## src/rtl/stopwatch_controller_pkg.sv

```systemverilog
// Shared state encodings and sizing helper for the stopwatch controller and its datapath.
package stopwatch_controller_pkg;

    localparam logic [1:0] StIdle  = 2'd0;
    localparam logic [1:0] StRun   = 2'd1;
    localparam logic [1:0] StPause = 2'd2;
    localparam logic [1:0] StLap   = 2'd3;

    // Counter width able to hold 0..n-1, never narrower than one bit.
    function automatic int unsigned cnt_width(input int unsigned n);
        return (n > 1) ? $clog2(n) : 1;
    endfunction

endpackage

```

## src/rtl/stopwatch_controller_debounce_filter.sv

```systemverilog
// Debounces one raw push-button and emits a one-cycle press event on each accepted rising edge.
module debounce_filter
    import stopwatch_controller_pkg::*;
#(
    parameter int unsigned DEBOUNCE_LIMIT = 250_000
) (
    input  logic i_Clk,
    input  logic i_Rst_n,
    input  logic i_Raw,
    output logic o_Level,
    output logic o_Press
);

    localparam int unsigned CntW = cnt_width(DEBOUNCE_LIMIT);
    localparam logic [CntW-1:0] CntMax = CntW'(DEBOUNCE_LIMIT - 1);

    logic [CntW-1:0] cnt_q, cnt_d;
    logic            level_q, level_d;
    logic            level_prev_q;
    logic            press_q;

    // Any sample agreeing with the stable level restarts the qualification window.
    always_comb begin
        cnt_d   = '0;
        level_d = level_q;
        if (i_Raw != level_q) begin
            if (cnt_q == CntMax) begin
                level_d = i_Raw;
            end else begin
                cnt_d = cnt_q + 1'b1;
            end
        end
    end

    always_ff @(posedge i_Clk or negedge i_Rst_n) begin
        if (!i_Rst_n) begin
            cnt_q        <= '0;
            level_q      <= 1'b0;
            level_prev_q <= 1'b0;
            press_q      <= 1'b0;
        end else begin
            cnt_q        <= cnt_d;
            level_q      <= level_d;
            level_prev_q <= level_q;
            press_q      <= level_q & ~level_prev_q;
        end
    end

    assign o_Level = level_q;
    assign o_Press = press_q;

endmodule

```

## src/rtl/stopwatch_controller.sv

```systemverilog
// Stopwatch sequencer: debounced START/STOP and LAP/CLEAR buttons drive a start/pause/lap/clear
// FSM and a half-second tick generator feeding the two-digit counter.
module stopwatch_controller
    import stopwatch_controller_pkg::*;
#(
    parameter int unsigned HALF_SECOND    = 12_500_000,
    parameter int unsigned DEBOUNCE_LIMIT = 250_000
) (
    input  logic       i_Clk,
    input  logic       i_Rst_n,
    input  logic       i_Switch_1,
    input  logic       i_Switch_2,
    output logic       o_Tick,
    output logic       o_Clear,
    output logic       o_Hold,
    output logic [1:0] o_State
);

    localparam int unsigned TickW = cnt_width(HALF_SECOND);
    localparam logic [TickW-1:0] TickMax = TickW'(HALF_SECOND - 1);

    logic start_level, start_press;
    logic lap_level, lap_press;
    logic unused_levels;

    logic [1:0]       state_q, state_d;
    logic [TickW-1:0] tick_cnt_q, tick_cnt_d;
    logic             tick_q, tick_d;
    logic             counting;

    debounce_filter #(
        .DEBOUNCE_LIMIT(DEBOUNCE_LIMIT)
    ) u_start_db (
        .i_Clk  (i_Clk),
        .i_Rst_n(i_Rst_n),
        .i_Raw  (i_Switch_1),
        .o_Level(start_level),
        .o_Press(start_press)
    );

    debounce_filter #(
        .DEBOUNCE_LIMIT(DEBOUNCE_LIMIT)
    ) u_lap_db (
        .i_Clk  (i_Clk),
        .i_Rst_n(i_Rst_n),
        .i_Raw  (i_Switch_2),
        .o_Level(lap_level),
        .o_Press(lap_press)
    );

    assign unused_levels = start_level ^ lap_level;

    always_ff @(posedge i_Clk or negedge i_Rst_n) begin
        if (!i_Rst_n) begin
            state_q <= StIdle;
        end else begin
            state_q <= state_d;
        end
    end

    // Simultaneous presses act as a clear and override every other transition.
    always_comb begin
        state_d = state_q;
        if (start_press && lap_press) begin
            state_d = StIdle;
        end else begin
            unique case (state_q)
                StIdle: begin
                    if (start_press) state_d = StRun;
                end
                StRun: begin
                    if (start_press)    state_d = StPause;
                    else if (lap_press) state_d = StLap;
                end
                StPause: begin
                    if (start_press)    state_d = StRun;
                    else if (lap_press) state_d = StIdle;
                end
                StLap: begin
                    if (lap_press)        state_d = StRun;
                    else if (start_press) state_d = StPause;
                end
            endcase
        end
    end

    always_comb begin
        o_Clear = (state_q == StIdle);
        o_Hold  = (state_q == StLap);
        o_State = state_q;
        o_Tick  = tick_q;
    end

    // Pause keeps the phase so a resumed run still totals HALF_SECOND cycles per tick.
    assign counting = (state_q == StRun) || (state_q == StLap);

    always_comb begin
        tick_cnt_d = tick_cnt_q;
        tick_d     = 1'b0;
        if (state_q == StIdle) begin
            tick_cnt_d = '0;
        end else if (counting) begin
            if (tick_cnt_q == TickMax) begin
                tick_cnt_d = '0;
                tick_d     = 1'b1;
            end else begin
                tick_cnt_d = tick_cnt_q + 1'b1;
            end
        end
    end

    always_ff @(posedge i_Clk or negedge i_Rst_n) begin
        if (!i_Rst_n) begin
            tick_cnt_q <= '0;
            tick_q     <= 1'b0;
        end else begin
            tick_cnt_q <= tick_cnt_d;
            tick_q     <= tick_d;
        end
    end

endmodule

```

## config.mk

```make
export PLATFORM = sky130hd
export DESIGN_NAME = stopwatch_controller
export DESIGN_NICKNAME = d
export VERILOG_FILES = /design/src/rtl/stopwatch_controller_pkg.sv /design/src/rtl/stopwatch_controller_debounce_filter.sv /design/src/rtl/stopwatch_controller.sv
export SDC_FILE = /design/constraint.sdc
export NUM_CORES = 1
export LEC_CHECK = 0
export CAP_MARGIN = 20
export CORE_UTILIZATION = 61
export CTS_CLUSTER_DIAMETER = 100
export DETAILED_ROUTE_END_ITERATION = 16
export PLACE_DENSITY = 0.87
export SYNTH_ARGS = -nofsm -noshare
export SYNTH_HDL_FRONTEND = slang
export SYNTH_SLANG_ARGS = --single-unit
```

## constraint.sdc

```tcl
create_clock -name i_Clk -period 1.93 [get_ports i_Clk]
set_input_delay 0.386 -clock i_Clk [delete_from_list [all_inputs] [get_ports i_Clk]]
set_output_delay 0.386 -clock i_Clk [all_outputs]
set_load 0.005 [all_outputs]
```

==> metrics.txt <==
status finished clean; adder-cell share of the synthesized area 0.01083; post_cts resized 0; FP Rows 27; via count 2736; worst-path fanout max 6; critical path class reg2reg; hold_buf cts 0; Ant. Diodes 0; CP Depth 5; max incr delay on CP 0.39 ns; area share of the largest cell type after synthesis 0.4984; Final min period 1.831 ns; f_max 546.2 MHz; Leak 0.001757 uW; Power, Total 3098 uW; Core Region 5507 um2; post-synth top area cell dfrtp_1; ys flop type dfrtp_1; worst-path cell chain nor4_1 -> and4_4 -> a21oi_4 -> buf_4 -> a221o_1; total length of routed wires 6981 um; Worst-Margin Slew 0.9198 ns; Die Height 77.37 um; Die Outline Area 5985 um2; CP Data Arrival Time 2.05 ns; initial antenna violation count 0; layout cell share with drive strength beyond 1 0.1388; commonest non-fill, non-tap cell in the layout dfrtp_1; clk buf depth 2; Synth Area in Compound Gates 0.08234; top post-synthesis cells by area dfrtp_1 (50%), xor2_1 (5.6%), nor2_1 (5.4%), nand3_1 (3.8%), xnor2_1 (3.3%); Top delay family on crit path simple AND/OR/NAND/NOR gates; P&R area growth vs syn 14.01%; post-CTS setup buffers 0; WL/cell 15.14 um; RD Place Congestion 0.8605; Worst-path clk slew 0.08 ns; register bit total from synthesis 69; fin crit share 0.9486; slowest CP cell nor4_1; final-layout fill cell count 386; Post-Synth XOR/XNOR Area 0.08848; CTS H-tree lvls 3; Startpoint Class flip-flop; Sum Neg Setup Slack 0 ns; setup violators final 0; CTS tree built; Synth Area in Simple Gates 0.2658; peak supply drop 0.5627 mV; CP Capture Type flip-flop; total grt overflow 0; Cell variety after synth 45; Worst Setup SP tick_cnt_q[14]$_DFFE_PN0P_; Tot GR Track Use 0.2568; register area 1727 um2; Buffers on Ports 8; clk_skew 0.007762 ns; first-pass GRT wire length 12030 um; First-pass DRT Iterations 4; portion of netlist area occupied by mux cells 0.02420; most frequent cells in the layout dfrtp_1 (69), nor2_1 (50), nand3_1 (26), nand2_1 (26), buf_4 (23); largest family of logic cells by synthesized area simple AND/OR/NAND/NOR gates; worst-skew pair later-pin latency 0.34 ns; max-cap violations 0; YS warnings 0; Post-DP HPWL 4662 um; initial DRC count 214; asr flop ratio synth 1.000; r2r worst-path depth 5; via density per instance 5.935; Starting Density 0.6292; drt drc 0; Synth Net Count 359; unrepaired setup endpoints after global routing false; CTS root buffer clkbuf_8; Worst Hold Class in2async; Slew Viols, Final 0; Power Density 784.4 nW/um2; synthesized cell area 3465 um2; Multi-input gate area 1643 um2; Slew HR 0.3856; Post-synth EDFFs 0; FF-to-FF Start tick_cnt_q[14]$_DFFE_PN0P_; synthesized area per cell 9.843 um2; vias in the first global route 2665; chip width 77.37 um; # clock sinks 69; post-synthesis cell count 352; Required @ worst endpoint 2.15 ns; nets 391; pin count of the biggest net entering global routing 70; Buffers & Inverters on Critical Path 1; total CTS buffers 9; Ports 9; Hold Violations, Final 0; Final ANT Viol Nets 0; register area share after synthesis 0.4984
==> through the flow <==
step / setup slack (ns) / utilization / cells / cell area, um2 / hold WS [ns]
floorplan: 0.1567 / - / 352 / 3465 / 0.09041
global placement: 0.1336 / 0.6808 / 444 / 3749 / 0.3818
detailed placement: 0.03851 / 0.6808 / 444 / 3749 / 0.3855
CTS: 0.004437 / 0.7157 / 460 / 3941 / 0.05662
global route: 0.01647 / 0.7173 / 461 / 3950 / 0.08038
finish: 0.09917 / 0.7173 / 461 / 3950 / 0.05167
==> cell families after synthesis <==
family,count (synthesis)
AOI/OAI and AO/OA,46
buffers and inverters,20
and+or+nand+nor,171
muxes,8
adders and majority gates,3
DFF,69
xor gates and xnor gates,35
==> synthesized netlist by cell type (3+ instances only) <==
library cell,number
dfrtp_1,69
nor2_1,50
nand2_1,26
nand3_1,26
xor2_1,22
nand4_1,16
a31oi_1,15
a21oi_1,14
and3_1,14
xnor2_1,13
inv_1,8
nor3_1,8
buf_2,5
mux2i_1,5
nand2b_1,5
clkbuf_1,4
nor4_1,4
o21ai_0,4
o21ai_1,4
buf_6,3
ha_1,3
mux2_2,3
nor2b_1,3
==> where the power goes <==
part / switching, uW / internal [uW]
combinational: 210 / 165
clock: 534 / 629
sequential: 61.4 / 1500
==> worst register-to-register path, stage by stage (launching register included) <==
cell,delay (ns)
dfrtp_1,0.38
nor4_1,0.39
and4_4,0.34
a21oi_4,0.09
buf_4,0.17
a221o_1,0.32
==> metal layers <==
metal  global-route usage  share of wire  vias to the layer above  wire length (um)
li1                     -              -                     1318                 -
met1               0.3349           0.45                     1341              3152
met2               0.4168           0.49                       65              3417
met3              0.05647          0.039                       12               275
met4               0.1038          0.019                        0               136
met5                    0              0                        -                 0
==> path summary, 6_finish.rpt <==
path                                                       to  slack [ns]
min in group i_Clk                 u_lap_db.o_Press$_DFF_PN0_        0.39
worst max register to register     tick_cnt_q[22]$_DFFE_PN0P_         0.1
max in group asynchronous       u_start_db.cnt_q[3]$_DFF_PN0_        1.60
worst max-delay path               tick_cnt_q[22]$_DFFE_PN0P_         0.1
worst min register to register     u_lap_db.o_Press$_DFF_PN0_        0.39
worst min-delay path                tick_cnt_q[4]$_DFFE_PN0P_        0.05
==> registers in the layout, indices dropped and copies added, names as in the netlist <==
register	cells
u_lap_db.o_Press	1
u_start_db.o_Level	1
u_start_db.o_Press	1
u_lap_db.cnt_q	18
u_start_db.cnt_q	18
o_Tick	1
o_State	2
u_lap_db.o_Level	1
u_lap_db.level_prev_q	1
tick_cnt_q	24
u_start_db.level_prev_q	1
==> cell type report <==
| type | instances | share of cell area |
|---|---|---|
| Sequential cell | 69 | 0.4371 |
| Multi-Input combinational cell | 264 | 0.4159 |
| Timing Repair Buffer | 32 | 0.06779 |
| Clock buffer | 12 | 0.03674 |
| Tap cell | 72 | 0.02281 |
| Clock inverter | 4 | 0.01204 |
| Inverter | 8 | 0.007602 |
(Power assumes the default switching activity.)
